--- src/rtl/ram_4x8_pkg.sv ---
// ram_4x8_pkg: shared constants and the controller state encoding for the
// ram_4x8 storage hierarchy.
//   DATA_W  - RAM word width
//   ADDR_W  - RAM address width
//   DEPTH   - number of words (2**ADDR_W)
//   state_e - ram_4x8_ctrl state encoding; ST_ZERO is only reachable when
//             RAM_4X8_CTRL_ZEROIZE_EN is defined
package ram_4x8_pkg;

  localparam int DATA_W = 8;
  localparam int ADDR_W = 2;
  localparam int DEPTH  = 1 << ADDR_W;

  typedef enum logic [2:0] {
    ST_IDLE      = 3'd0,
    ST_WR        = 3'd1,
    ST_RD_ADDR   = 3'd2,
    ST_RD_SAMPLE = 3'd3,
    ST_RSP       = 3'd4,
    ST_ZERO      = 3'd5
  } state_e;

endpackage

--- src/rtl/ram_4x8_ctrl.sv ---
// ram_4x8_ctrl: request/response front-end for one ram_4x8 instance.
// Accepts single-word read/write requests over valid/ready, drives the RAM
// wr_en/addr/data_in lines from registers, and hides the RAM's registered
// read latency so read data is always coherent with earlier writes.
//
// Ports:
//   clk, rst_n             - clock, asynchronous active-low reset
//   req_valid/req_ready    - request handshake (accept when both high)
//   req_we/req_addr/req_wdata - request kind, word address, write data
//   rsp_valid/rsp_ready    - read response handshake
//   rsp_rdata              - read data, held until consumed
//   busy                   - high whenever the controller is not idle
//   ram_wr_en/ram_addr/ram_wdata - to RAM wr_en/addr/data_in
//   ram_rdata              - from RAM data_out
//
// Build option: define RAM_4X8_CTRL_ZEROIZE_EN to fill every word with
// ZERO_VAL (one word per cycle, addresses 0..3) after reset before the
// first request is accepted.
module ram_4x8_ctrl
  import ram_4x8_pkg::*;
#(
  parameter int                 DATA_W   = ram_4x8_pkg::DATA_W,
  parameter int                 ADDR_W   = ram_4x8_pkg::ADDR_W,
  parameter logic [DATA_W-1:0]  ZERO_VAL = {DATA_W{1'b0}}
) (
  input  logic              clk,
  input  logic              rst_n,
  input  logic              req_valid,
  output logic              req_ready,
  input  logic              req_we,
  input  logic [ADDR_W-1:0] req_addr,
  input  logic [DATA_W-1:0] req_wdata,
  output logic              rsp_valid,
  input  logic              rsp_ready,
  output logic [DATA_W-1:0] rsp_rdata,
  output logic              busy,
  output logic              ram_wr_en,
  output logic [ADDR_W-1:0] ram_addr,
  output logic [DATA_W-1:0] ram_wdata,
  input  logic [DATA_W-1:0] ram_rdata
);

`ifdef RAM_4X8_CTRL_ZEROIZE_EN
  // Zeroize starts from address 0 with the fill word already on ram_wdata.
  localparam state_e            STATE_RST = ST_ZERO;
  localparam logic [DATA_W-1:0] WDATA_RST = ZERO_VAL;
`else
  // ZERO_VAL only matters for zeroize; without it the write-data reset is 0.
  localparam state_e            STATE_RST = ST_IDLE;
  localparam logic [DATA_W-1:0] WDATA_RST = ZERO_VAL ^ ZERO_VAL;
`endif

  state_e            state_q, state_d;
  logic [ADDR_W-1:0] addr_q,  addr_d;
  logic [DATA_W-1:0] wdata_q, wdata_d;
  logic [DATA_W-1:0] rdata_q, rdata_d;

  // State and datapath registers.
  always_ff @(posedge clk or negedge rst_n) begin
    if (!rst_n) begin
      state_q <= STATE_RST;
      addr_q  <= {ADDR_W{1'b0}};
      wdata_q <= WDATA_RST;
      rdata_q <= {DATA_W{1'b0}};
    end else begin
      state_q <= state_d;
      addr_q  <= addr_d;
      wdata_q <= wdata_d;
      rdata_q <= rdata_d;
    end
  end

  // Next-state and datapath update logic.
  always_comb begin
    state_d = state_q;
    addr_d  = addr_q;
    wdata_d = wdata_q;
    rdata_d = rdata_q;
    case (state_q)
      ST_IDLE: begin
        if (req_valid) begin
          addr_d  = req_addr;
          wdata_d = req_wdata;
          state_d = req_we ? ST_WR : ST_RD_ADDR;
        end else begin
          state_d = ST_IDLE;
        end
      end
      ST_WR: begin
        state_d = ST_IDLE;
      end
      // One spare cycle lets the RAM's per-word output registers reload
      // after any write that landed on the accept edge.
      ST_RD_ADDR: begin
        state_d = ST_RD_SAMPLE;
      end
      ST_RD_SAMPLE: begin
        rdata_d = ram_rdata;
        state_d = ST_RSP;
      end
      ST_RSP: begin
        if (rsp_ready) begin
          state_d = ST_IDLE;
        end else begin
          state_d = ST_RSP;
        end
      end
`ifdef RAM_4X8_CTRL_ZEROIZE_EN
      // addr_q doubles as the fill pointer and wraps back to 0 on exit.
      ST_ZERO: begin
        wdata_d = ZERO_VAL;
        addr_d  = addr_q + {{(ADDR_W-1){1'b0}}, 1'b1};
        if (addr_q == {ADDR_W{1'b1}}) begin
          state_d = ST_IDLE;
        end else begin
          state_d = ST_ZERO;
        end
      end
`endif
      default: begin
        state_d = ST_IDLE;
      end
    endcase
  end

  // All outputs are decodes of registered state or direct register copies.
  assign req_ready = (state_q == ST_IDLE);
  assign busy      = (state_q != ST_IDLE);
  assign rsp_valid = (state_q == ST_RSP);
  assign rsp_rdata = rdata_q;
`ifdef RAM_4X8_CTRL_ZEROIZE_EN
  assign ram_wr_en = (state_q == ST_WR) || (state_q == ST_ZERO);
`else
  assign ram_wr_en = (state_q == ST_WR);
`endif
  assign ram_addr  = addr_q;
  assign ram_wdata = wdata_q;

endmodule

--- config.mk ---
export PLATFORM = sky130hd
export DESIGN_NAME = ram_4x8_ctrl
export DESIGN_NICKNAME = d
export VERILOG_FILES = /design/src/rtl/ram_4x8_pkg.sv /design/src/rtl/ram_4x8_ctrl.sv
export SDC_FILE = /design/constraint.sdc
export NUM_CORES = 1
export LEC_CHECK = 0
export ABC_CLOCK_PERIOD_IN_PS = 2600
export BUFFER_PORTS_ARGS = -buffer_cell sky130_fd_sc_hd__buf_2
export CAP_MARGIN = 20
export CORE_AREA = 2 2 40 57
export CTS_CLUSTER_DIAMETER = 80
export DETAILED_ROUTE_END_ITERATION = 7
export DIE_AREA = 0 0 42 59
export PLACE_DENSITY = 0.85
export SLEW_MARGIN = 20
export SYNTH_ARGS = -nofsm -noshare
export SYNTH_HDL_FRONTEND = slang
export SYNTH_SLANG_ARGS = --single-unit
--- constraint.sdc ---
create_clock -name clk -period 2.6 [get_ports clk]
set_input_delay 0.13 -clock clk [delete_from_list [all_inputs] [get_ports clk]]
set_output_delay 0.13 -clock clk [all_outputs]
set_load 0.02 [all_outputs]
==> results of run 1 <==
==> cells in the final DEF, fill, tap and decap left out <==
master,n
inv_1,1
dfrtp_1,21
clkbuf_4,3
or3_2,1
nor3_1,1
nand2_1,1
mux2_2,18
o21a_1,1
nor2_1,1
nor2b_1,1
nor4b_4,1
a21oi_1,1
nand3b_2,1
or4b_1,1
dlygate4sd3_1,1
clkinvlp_4,1
buf_2,44
nor3b_1,2
==> metrics by stage <==
stage          instance area [µm²]  instances
2_1_floorplan                  858         55
3_3_place_gp                  1080        117
3_5_place_dp                  1080        117
4_1_cts                       1120        122
5_1_grt                       1120        122
6_report                      1120        122
==> how the worst max path moves through the flow <==
stage | cells after the start | slack (ps) | to
floorplan | 4 | 1260 | ram_addr[0]
global placement | 2 | 1010 | ram_addr[1]
global route | 2 | 840 | ram_wdata[4]
CTS | 2 | 930 | ram_wdata[7]
finish | 2 | 950 | ram_wdata[7]
detailed placement | 2 | 940 | ram_wdata[0]
==> flip-flops by register name (all words and copies together), names as in the netlist <==
register	flops
ram_addr	2
ram_wdata	8
rsp_rdata	8
state_q	3
==> worst max-delay path: cells and delay by family (launching register included) <==
family / cells / cell delay (ps)
mux: 1 / 410
flops: 1 / 480
simple gates: 1 / 650
==> power by group through the flow <==
stage | Combinational (mW) | Sequential [mW] | Clock, mW
2_1_floorplan | 0.362 | 0.758 | 0
3_3_place_gp | 0.706 | 0.602 | 0
3_5_place_dp | 0.722 | 0.615 | 0
4_1_cts | 0.723 | 0.609 | 0.158
5_1_grt | 0.764 | 0.635 | 0.180
6_report | 0.712 | 0.606 | 0.150
==> kinds of logic after synthesis <==
kind of cell | count (synthesis) | share of synthesized area
flip-flops | 21 | 0.612
AND/OR/NAND/NOR | 10 | 0.101
multiplexers | 18 | 0.236
buffers and inverters | 4 | 0.0364
AO/OA/AOI/OAI | 2 | 0.0146
==> metal layers <==
metal / part of all wire / wire length [µm]
met2: 0.57 / 858
met4: 0.018 / 27
met3: 0.045 / 67
met5: 0 / 0
met1: 0.36 / 546
==> cell type report <==
cell class / count / area [µm²] / area share
inverters: 1 / 3.75 / 0.00336
well taps: 21 / 26.3 / 0.0235
clock inverters: 1 / 7.51 / 0.00672
clock buffers: 3 / 22.5 / 0.0202
flip-flops and latches: 21 / 526 / 0.470
repair buffers: 45 / 230 / 0.206
multi-input cells: 30 / 302 / 0.270
==> flow_metrics.py, run 1 <==
metrics = {
    "run_status": {
        "outcome": "completed",
    },
    "cts": {
        "clk_latency_ps": 290,
        "cts_root_buf": "clkbuf_4",
        "clk_pin_slew_worst_paths_ps": 110,
        "cts.sinks": 21,
        "htreeDepth": 1,
        "cts_setup_buffers": 0,
        "clockBufferDepth": 2,
        "cts_resized": 0,
        "cts-buffers-inserted": 3,
        "cts_tree": "yes",
        "postCtsHoldBufs": 1,
    },
    "worst_hold_path": {
        "hold_end": "ram_wdata[2]",
        "hold_start": "req_wdata[2]",
        "min_path_type": "in -> reg",
        "hold_depth": 2,
    },
    "floorplan": {
        "start_util": 0.446,
        "dieArea_mm2": 0.00248,
        "io_pins": 45,
        "rows": 19,
        "die_height_um": 59,
        "core_area_mm2": 0.00193,
        "die_w_um": 42,
    },
    "detailed_routing": {
        "ant_nets": 0,
        "first_pass_iters": 4,
        "vias": 599,
        "routedWlPerCell_um": 12.3,
        "drc": 0,
        "viasPerCell": 4.91,
        "routed_wl_um": 1500,
        "drt_iter0_drc": 4,
    },
    "logic_synthesis": {
        "synth_area_leaders": "dfrtp_1, mux2_2, nor4b_4",
        "synthDistinctLibCells": 16,
        "yosys-top-cells-count": "dfrtp_1, mux2_2, buf_6, nor3b_1",
        "synth.most_common_cell": "dfrtp_1",
        "synth_area_per_cell_um2": 15.6,
        "synth_area_um2": 858,
        "synthCells": 55,
        "async_reset_ff_frac": 1.00,
        "ys_warn_count": 0,
        "netlist.area_leader.share": 0.612,
        "yosysTopAreaCell": "dfrtp_1",
        "syn_nets": 78,
        "synth-edff-count": 0,
        "ys_seq_elements": 21,
        "yosys_most_used_dff": "dfrtp_1",
        "synth_seq_area_share": 0.612,
    },
    "place": {
        "io_buffers": 44,
        "dp_slack_ps": 938,
        "dp_hpwl_um": 1230,
        "gp_congestion": 0.707,
    },
    "worst_setup_path": {
        "crit_chain": "nor4b_4, mux2_2",
        "criticalPathCategory": "reg -> reg",
        "reg2reg_from": "state_q[2]",
        "crit_slowest_cell": "nor4b_4",
        "startpoint_type": "flop",
        "crit_path_end_kind": "flop",
        "r2r_slack_ps": 950,
        "slowest_delay_ps": 650,
        "arrival_ps": 1840,
        "worstSetupStartpoint": "state_q[2]",
        "critPathMaxFanout": 10,
        "reg2regPathDepth": 2,
        "crit_required_ps": 2790,
        "r2r-end": "ram_wdata[7]",
    },
    "grt": {
        "busiest_layer": "met2",
        "grt_util_met1": 0.175,
        "grt_util_met3": 0.0213,
        "grt_pass1_vias": 626,
        "grt.met2_usage": 0.250,
        "grt_use_total": 0.150,
        "grt_pass1_wl_um": 2730,
        "overflow": 0,
        "antenna_found_initial": 0,
        "grt_max_degree": 22,
    },
    "timing": {
        "skew_ps": 4.42,
        "slew_headroom": 0.567,
        "fmax_mhz": 606,
        "rsz0062_at_grt": "no",
        "setup_violations": 0,
        "setup_tns_ps": 0,
        "holdWs_ps": 57.1,
        "fin_crit_sh": 0.635,
        "hold_viol": 0,
        "period_minus_slack_ps": 1650,
        "slew_violations": 0,
        "worst_slack_ps": 950,
        "worst_pin_slew_ps": 647,
    },
    "pwr": {
        "p_int_mw": 0.871,
        "p_comb_frac": 0.485,
        "swShare": 0.406,
        "finalPower_mw": 1.47,
        "net-switching-power_mw": 0.596,
        "clockPowerShare": 0.103,
        "power_density_mw_per_mm2": 1310,
        "seq_power_share": 0.413,
        "peakVddDrop_v": 0.000677,
        "p_leak_nw": 0.557,
    },
    "final_layout": {
        "antenna_cells": 0,
        "nets": 125,
        "drive_gt1_frac": 0.683,
        "utilization": 0.580,
        "fillCellCount": 165,
        "areaGrowthSynthToFinish_pct": 30.2,
    },
    "job": {
        "max_cap_viol_count": 0,
    },
}
Note: power is estimated with default switching activity, not from simulation.
==> run 2: changes to the inputs <==
Settings changed: ABC_CLOCK_PERIOD_IN_PS 2600 to 1400, CORE_AREA 2 2 40 57 to 2 2 43 61, DIE_AREA 0 0 42 59 to 0 0 45 63, PLACE_DENSITY 0.85 to 0.79.
Clock period 2.6 ns to 1.4 ns, I/O delays scaled along.
==> flow_metrics.py, run 2 (same netlist as run 1, synthesis figures left out) <==
metrics = {
    "job": {
        "max_cap_viol_count": 0,
    },
    "worst_hold_path": {
        "min_path_type": "in -> reg",
        "hold_end": "ram_addr[1]",
        "hold_start": "req_addr[1]",
        "hold_depth": 2,
    },
    "timing": {
        "worst_pin_slew_ps": 456,
        "rsz0062_at_grt": "yes",
        "period_minus_slack_ps": 1470,
        "worst_slack_ps": -65.0,
        "hold_viol": 0,
        "holdWs_ps": 9.56,
        "fin_crit_sh": 1.05,
        "slew_headroom": 0.696,
        "skew_ps": 7.63,
        "fmax_mhz": 683,
        "setup_violations": 12,
        "slew_violations": 0,
    },
    "place": {
        "dp_hpwl_um": 1280,
        "place_inst": 123,
        "io_buffers": 44,
        "gp_congestion": 0.695,
    },
    "worst_setup_path": {
        "critPathMaxFanout": 10,
        "reg2reg_from": "state_q[0]",
        "reg2regPathDepth": 4,
        "r2r_slack_ps": -70,
        "criticalPathCategory": "reg -> reg",
        "crit_required_ps": 1590,
        "arrival_ps": 1650,
        "startpoint_type": "flop",
        "r2r-end": "ram_wdata[2]",
        "crit_path_end_kind": "flop",
    },
    "final_layout": {
        "areaGrowthSynthToFinish_pct": 63.3,
        "nets": 149,
        "drive_gt1_frac": 0.648,
        "most-common-layout-cells": "buf_2, dfrtp_1, dlygate4sd3_1",
        "final_cells": 148,
        "layout_commonest_cell": "buf_2",
        "fillCellCount": 181,
        "antenna_cells": 0,
    },
    "run_status": {
        "outcome": "finished with violations",
        "violations": "negative setup slack",
    },
    "pwr": {
        "finalPower_mw": 3.17,
        "p_leak_nw": 0.704,
        "power_density_mw_per_mm2": 2260,
        "clockPowerShare": 0.088,
        "p_comb_frac": 0.573,
        "peakVddDrop_v": 0.00108,
        "p_int_mw": 1.94,
        "net-switching-power_mw": 1.23,
        "swShare": 0.387,
        "seq_power_share": 0.339,
    },
    "detailed_routing": {
        "vias": 700,
        "drt_iter0_drc": 15,
        "routedWlPerCell_um": 13.5,
        "first_pass_iters": 3,
        "viasPerCell": 4.73,
        "routed_wl_um": 2000,
        "ant_nets": 0,
        "drc": 0,
    },
    "floorplan": {
        "dieArea_mm2": 0.00284,
        "rows": 21,
        "core_area_mm2": 0.00231,
        "die_height_um": 63,
        "start_util": 0.371,
        "io_pins": 45,
        "die_w_um": 45,
    },
    "cts": {
        "clk_pin_slew_worst_paths_ps": 110,
        "htreeDepth": 1,
        "cts.sinks": 21,
        "cts_root_buf": "clkbuf_4",
        "clk_latency_ps": 300,
        "cts-buffers-inserted": 3,
        "cts_tree": "yes",
        "clockBufferDepth": 2,
    },
    "grt": {
        "grt_max_degree": 22,
        "overflow": 0,
        "grt_pass1_vias": 748,
        "grt_use_total": 0.156,
        "antenna_found_initial": 0,
        "grt_pass1_wl_um": 3250,
    },
}
==> run 2: cell count changes in the layout (fill, tap and decap cells not counted), sizes merged <==
cell,before,now
buf,44,53
clkinv,0,1
clkinvlp,1,0
dlygate4sd3,1,16
==> run 2: critical path: stages (launching register included) <==
cell	delay (ps)
dfrtp_1	420
buf_4	150
nor4b_4	250
buf_6	200
mux2_2	340
==> run 2: cell type report <==
class | instances | area, µm² | share of cell area
clock buffers | 3 | 22.5 | 0.0161
clock inverters | 1 | 5.00 | 0.00357
inverters | 1 | 3.75 | 0.00268
multi-input cells | 30 | 338 | 0.241
flip-flops and latches | 21 | 526 | 0.375
well taps | 23 | 28.8 | 0.0205
repair buffers | 69 | 478 | 0.341
==> run 2: what timing repair did <==
item                                   CTS  global route
buffers inserted                         5             0
endpoints found under the hold margin   36             0
resized for setup                       11             8
hold buffers                            16             0
pin swaps                                2             1
setup endpoints to repair                2            14
==> run 2: worst max-delay path by stage <==
stage,startpoint,endpoint,slack [ps],depth (start not counted)
2_1_floorplan,state_q[0],ram_addr[0],60,4
3_3_place_gp,state_q[2],ram_wdata[2],60,3
3_5_place_dp,state_q[2],ram_wdata[0],40,3
4_1_cts,state_q[0],req_ready,-70,4
5_1_grt,state_q[0],req_ready,-110,4
6_report,state_q[0],ram_wdata[2],-70,4
==> run 2: metal layers <==
metal	part of all wire	global-route usage	vias to the layer above
met3	0.035	0.00867	9
met4	0.040	0.0993	0
met5	0	0	-
met1	0.35	0.168	334
li1	-	-	332
met2	0.57	0.275	25
==> run 2: through the flow <==
stage / setup TNS, ps / util / area [µm²] / worst slack (ps)
global route: -962 / 0.606 / 1400 / -105
floorplan: 0 / - / 858 / 61.1
global placement: 0 / 0.480 / 1110 / 55.6
finish: -536 / 0.606 / 1400 / -65.0
detailed placement: 0 / 0.480 / 1110 / 42.7
CTS: -529 / 0.593 / 1370 / -65.1
==> run 2: power by group through the flow <==
stage / clock [mW] / sequential (mW) / combinational (mW)
after floorplan: 0 / 1.41 / 0.672
after global placement: 0 / 1.07 / 1.44
after detailed placement: 0 / 1.09 / 1.47
after CTS: 0.295 / 1.06 / 1.74
after global routing: 0.316 / 1.11 / 1.94
final: 0.279 / 1.07 / 1.81
==> run 3: changes to the inputs <==
Settings changed: HOLD_SLACK_MARGIN set to 0.02.
==> flow_metrics.py, run 3 (same netlist as run 1, synthesis figures left out) <==
metrics = {
    "run_status": {
        "outcome": "finished with violations",
        "violations": "negative setup slack",
    },
    "worst_setup_path": {
        "crit_path_end_kind": "flop",
        "crit_required_ps": 1590,
        "worstSetupStartpoint": "state_q[0]",
        "arrival_ps": 1650,
        "criticalPathCategory": "reg -> reg",
        "reg2reg_from": "state_q[0]",
        "startpoint_type": "flop",
        "r2r_slack_ps": -60,
        "critPathMaxFanout": 10,
    },
    "timing": {
        "rsz0062_at_grt": "yes",
        "fmax_mhz": 683,
        "fin_crit_sh": 1.05,
        "slew_headroom": 0.701,
        "skew_ps": 4.82,
        "setup_violations": 12,
        "period_minus_slack_ps": 1460,
        "slew_violations": 0,
        "worst_pin_slew_ps": 448,
        "worst_slack_ps": -63.8,
        "hold_viol": 0,
    },
    "place": {
        "dp_hpwl_um": 1280,
        "io_buffers": 44,
        "place_inst": 123,
        "post_dp_cell_area_mm2": 0.00111,
        "gp_congestion": 0.695,
    },
    "grt": {
        "grt_use_total": 0.159,
        "grt_util_met1": 0.173,
        "grt.met2_usage": 0.280,
        "busiest_layer": "met2",
        "grt_max_degree": 22,
        "antenna_found_initial": 0,
        "grt_util_met3": 0.00867,
        "grt_pass1_vias": 786,
        "grt_pass1_wl_um": 3350,
        "overflow": 0,
    },
    "final_layout": {
        "most-common-layout-cells": "buf_2, dfrtp_1, dlygate4sd3_1",
        "antenna_cells": 0,
        "stdcell_area_mm2": 0.00143,
        "fillCellCount": 179,
        "drive_gt1_frac": 0.628,
        "nets": 153,
        "areaGrowthSynthToFinish_pct": 67.1,
        "final_cells": 152,
        "layout_commonest_cell": "buf_2",
    },
    "floorplan": {
        "die_height_um": 63,
        "rows": 21,
        "dieArea_mm2": 0.00284,
        "core_area_mm2": 0.00231,
        "io_pins": 45,
        "die_w_um": 45,
        "start_util": 0.371,
    },
    "pwr": {
        "clockPowerShare": 0.088,
        "p_leak_nw": 0.716,
        "peakVddDrop_v": 0.00108,
        "p_int_mw": 1.93,
        "seq_power_share": 0.340,
        "power_density_mw_per_mm2": 2190,
        "swShare": 0.387,
        "p_comb_frac": 0.572,
        "net-switching-power_mw": 1.22,
    },
    "detailed_routing": {
        "drt_iter0_drc": 9,
        "vias": 719,
        "routed_wl_um": 1980,
        "ant_nets": 0,
        "routedWlPerCell_um": 13.1,
        "first_pass_iters": 2,
        "viasPerCell": 4.73,
        "drc": 0,
    },
    "cts": {
        "cts_tree": "yes",
        "clk_latency_ps": 300,
        "clk_pin_slew_worst_paths_ps": 110,
        "clockBufferDepth": 2,
        "htreeDepth": 1,
        "cts_root_buf": "clkbuf_4",
        "cts-buffers-inserted": 3,
        "cts.sinks": 21,
    },
    "worst_hold_path": {
        "min_path_type": "in -> reg",
        "hold_start": "req_we",
    },
    "job": {
        "max_cap_viol_count": 0,
    },
}
## run 3: cell types whose count changed in the layout (fill, tap and decap cells not counted)
| cell | previous run | this run |
|---|---|---|
| buf_4 | 6 | 7 |
| buf_6 | 6 | 5 |
| dlygate4sd3_1 | 16 | 20 |
| mux2_2 | 12 | 13 |
| mux2_4 | 6 | 5 |
## run 3: per-stage QoR
stage	power, mW	TNS [ps]	worst slack, ps	util	hold slack [ps]
2_1_floorplan	2.08	0	61.1	-	-226
5_1_grt	3.35	-962	-102	0.620	115
3_3_place_gp	2.51	0	55.6	0.480	35.7
3_5_place_dp	2.56	0	42.7	0.480	48.5
4_1_cts	3.10	-529	-65.1	0.610	74.6
6_report	3.15	-546	-63.8	0.620	91.9
## run 3: layout make-up
cell class / instances / area, µm² / area share
Clock buffer: 3 / 22.5 / 0.0157
Clock inverter: 1 / 5.00 / 0.00349
Inverter: 1 / 3.75 / 0.00262
Multi-Input combinational cell: 30 / 334 / 0.233
Sequential cell: 21 / 526 / 0.366
Tap cell: 23 / 28.8 / 0.0201
Timing Repair Buffer: 73 / 514 / 0.359
## run 3: power by group through the flow
stage          Clock, mW  Sequential (mW)  Combinational (mW)
6_report           0.275             1.07                1.80
5_1_grt            0.316             1.11                1.92
4_1_cts            0.295             1.06                1.75
3_5_place_dp           0             1.09                1.47
3_3_place_gp           0             1.07                1.44
2_1_floorplan          0             1.41               0.672
## run 3: worst max-delay path, stage by stage (launching register included)
cell	delay (ps)
dfrtp_1	420
buf_4	150
nor4b_4	250
buf_6	200
mux2_2	340
## run 3: path summary, 6_finish.rpt
path	to	cells after the start
worst max-delay path	ram_wdata[2]	4
worst min-delay path	state_q[1]	3
worst max register to register	ram_wdata[2]	4
worst min register to register	ram_wdata[4]	1
max in group asynchronous	ram_wdata[3]	2
min in group asynchronous	rsp_rdata[5]	2
## run 3: routing by layer
metal  share of wire  up-vias
met3           0.032        9
li1                -      340
met2            0.58       25
met5               0        -
met1            0.35      345
met4           0.040        0
## run 3: timing repair
item | CTS | global route
hold endpoints to repair | 40 | 0
buffers inserted | 5 | 0
endpoints found under the setup margin | 2 | 14
resized for setup | 11 | 6
hold buffers | 20 | 0
pin swaps | 2 | 1
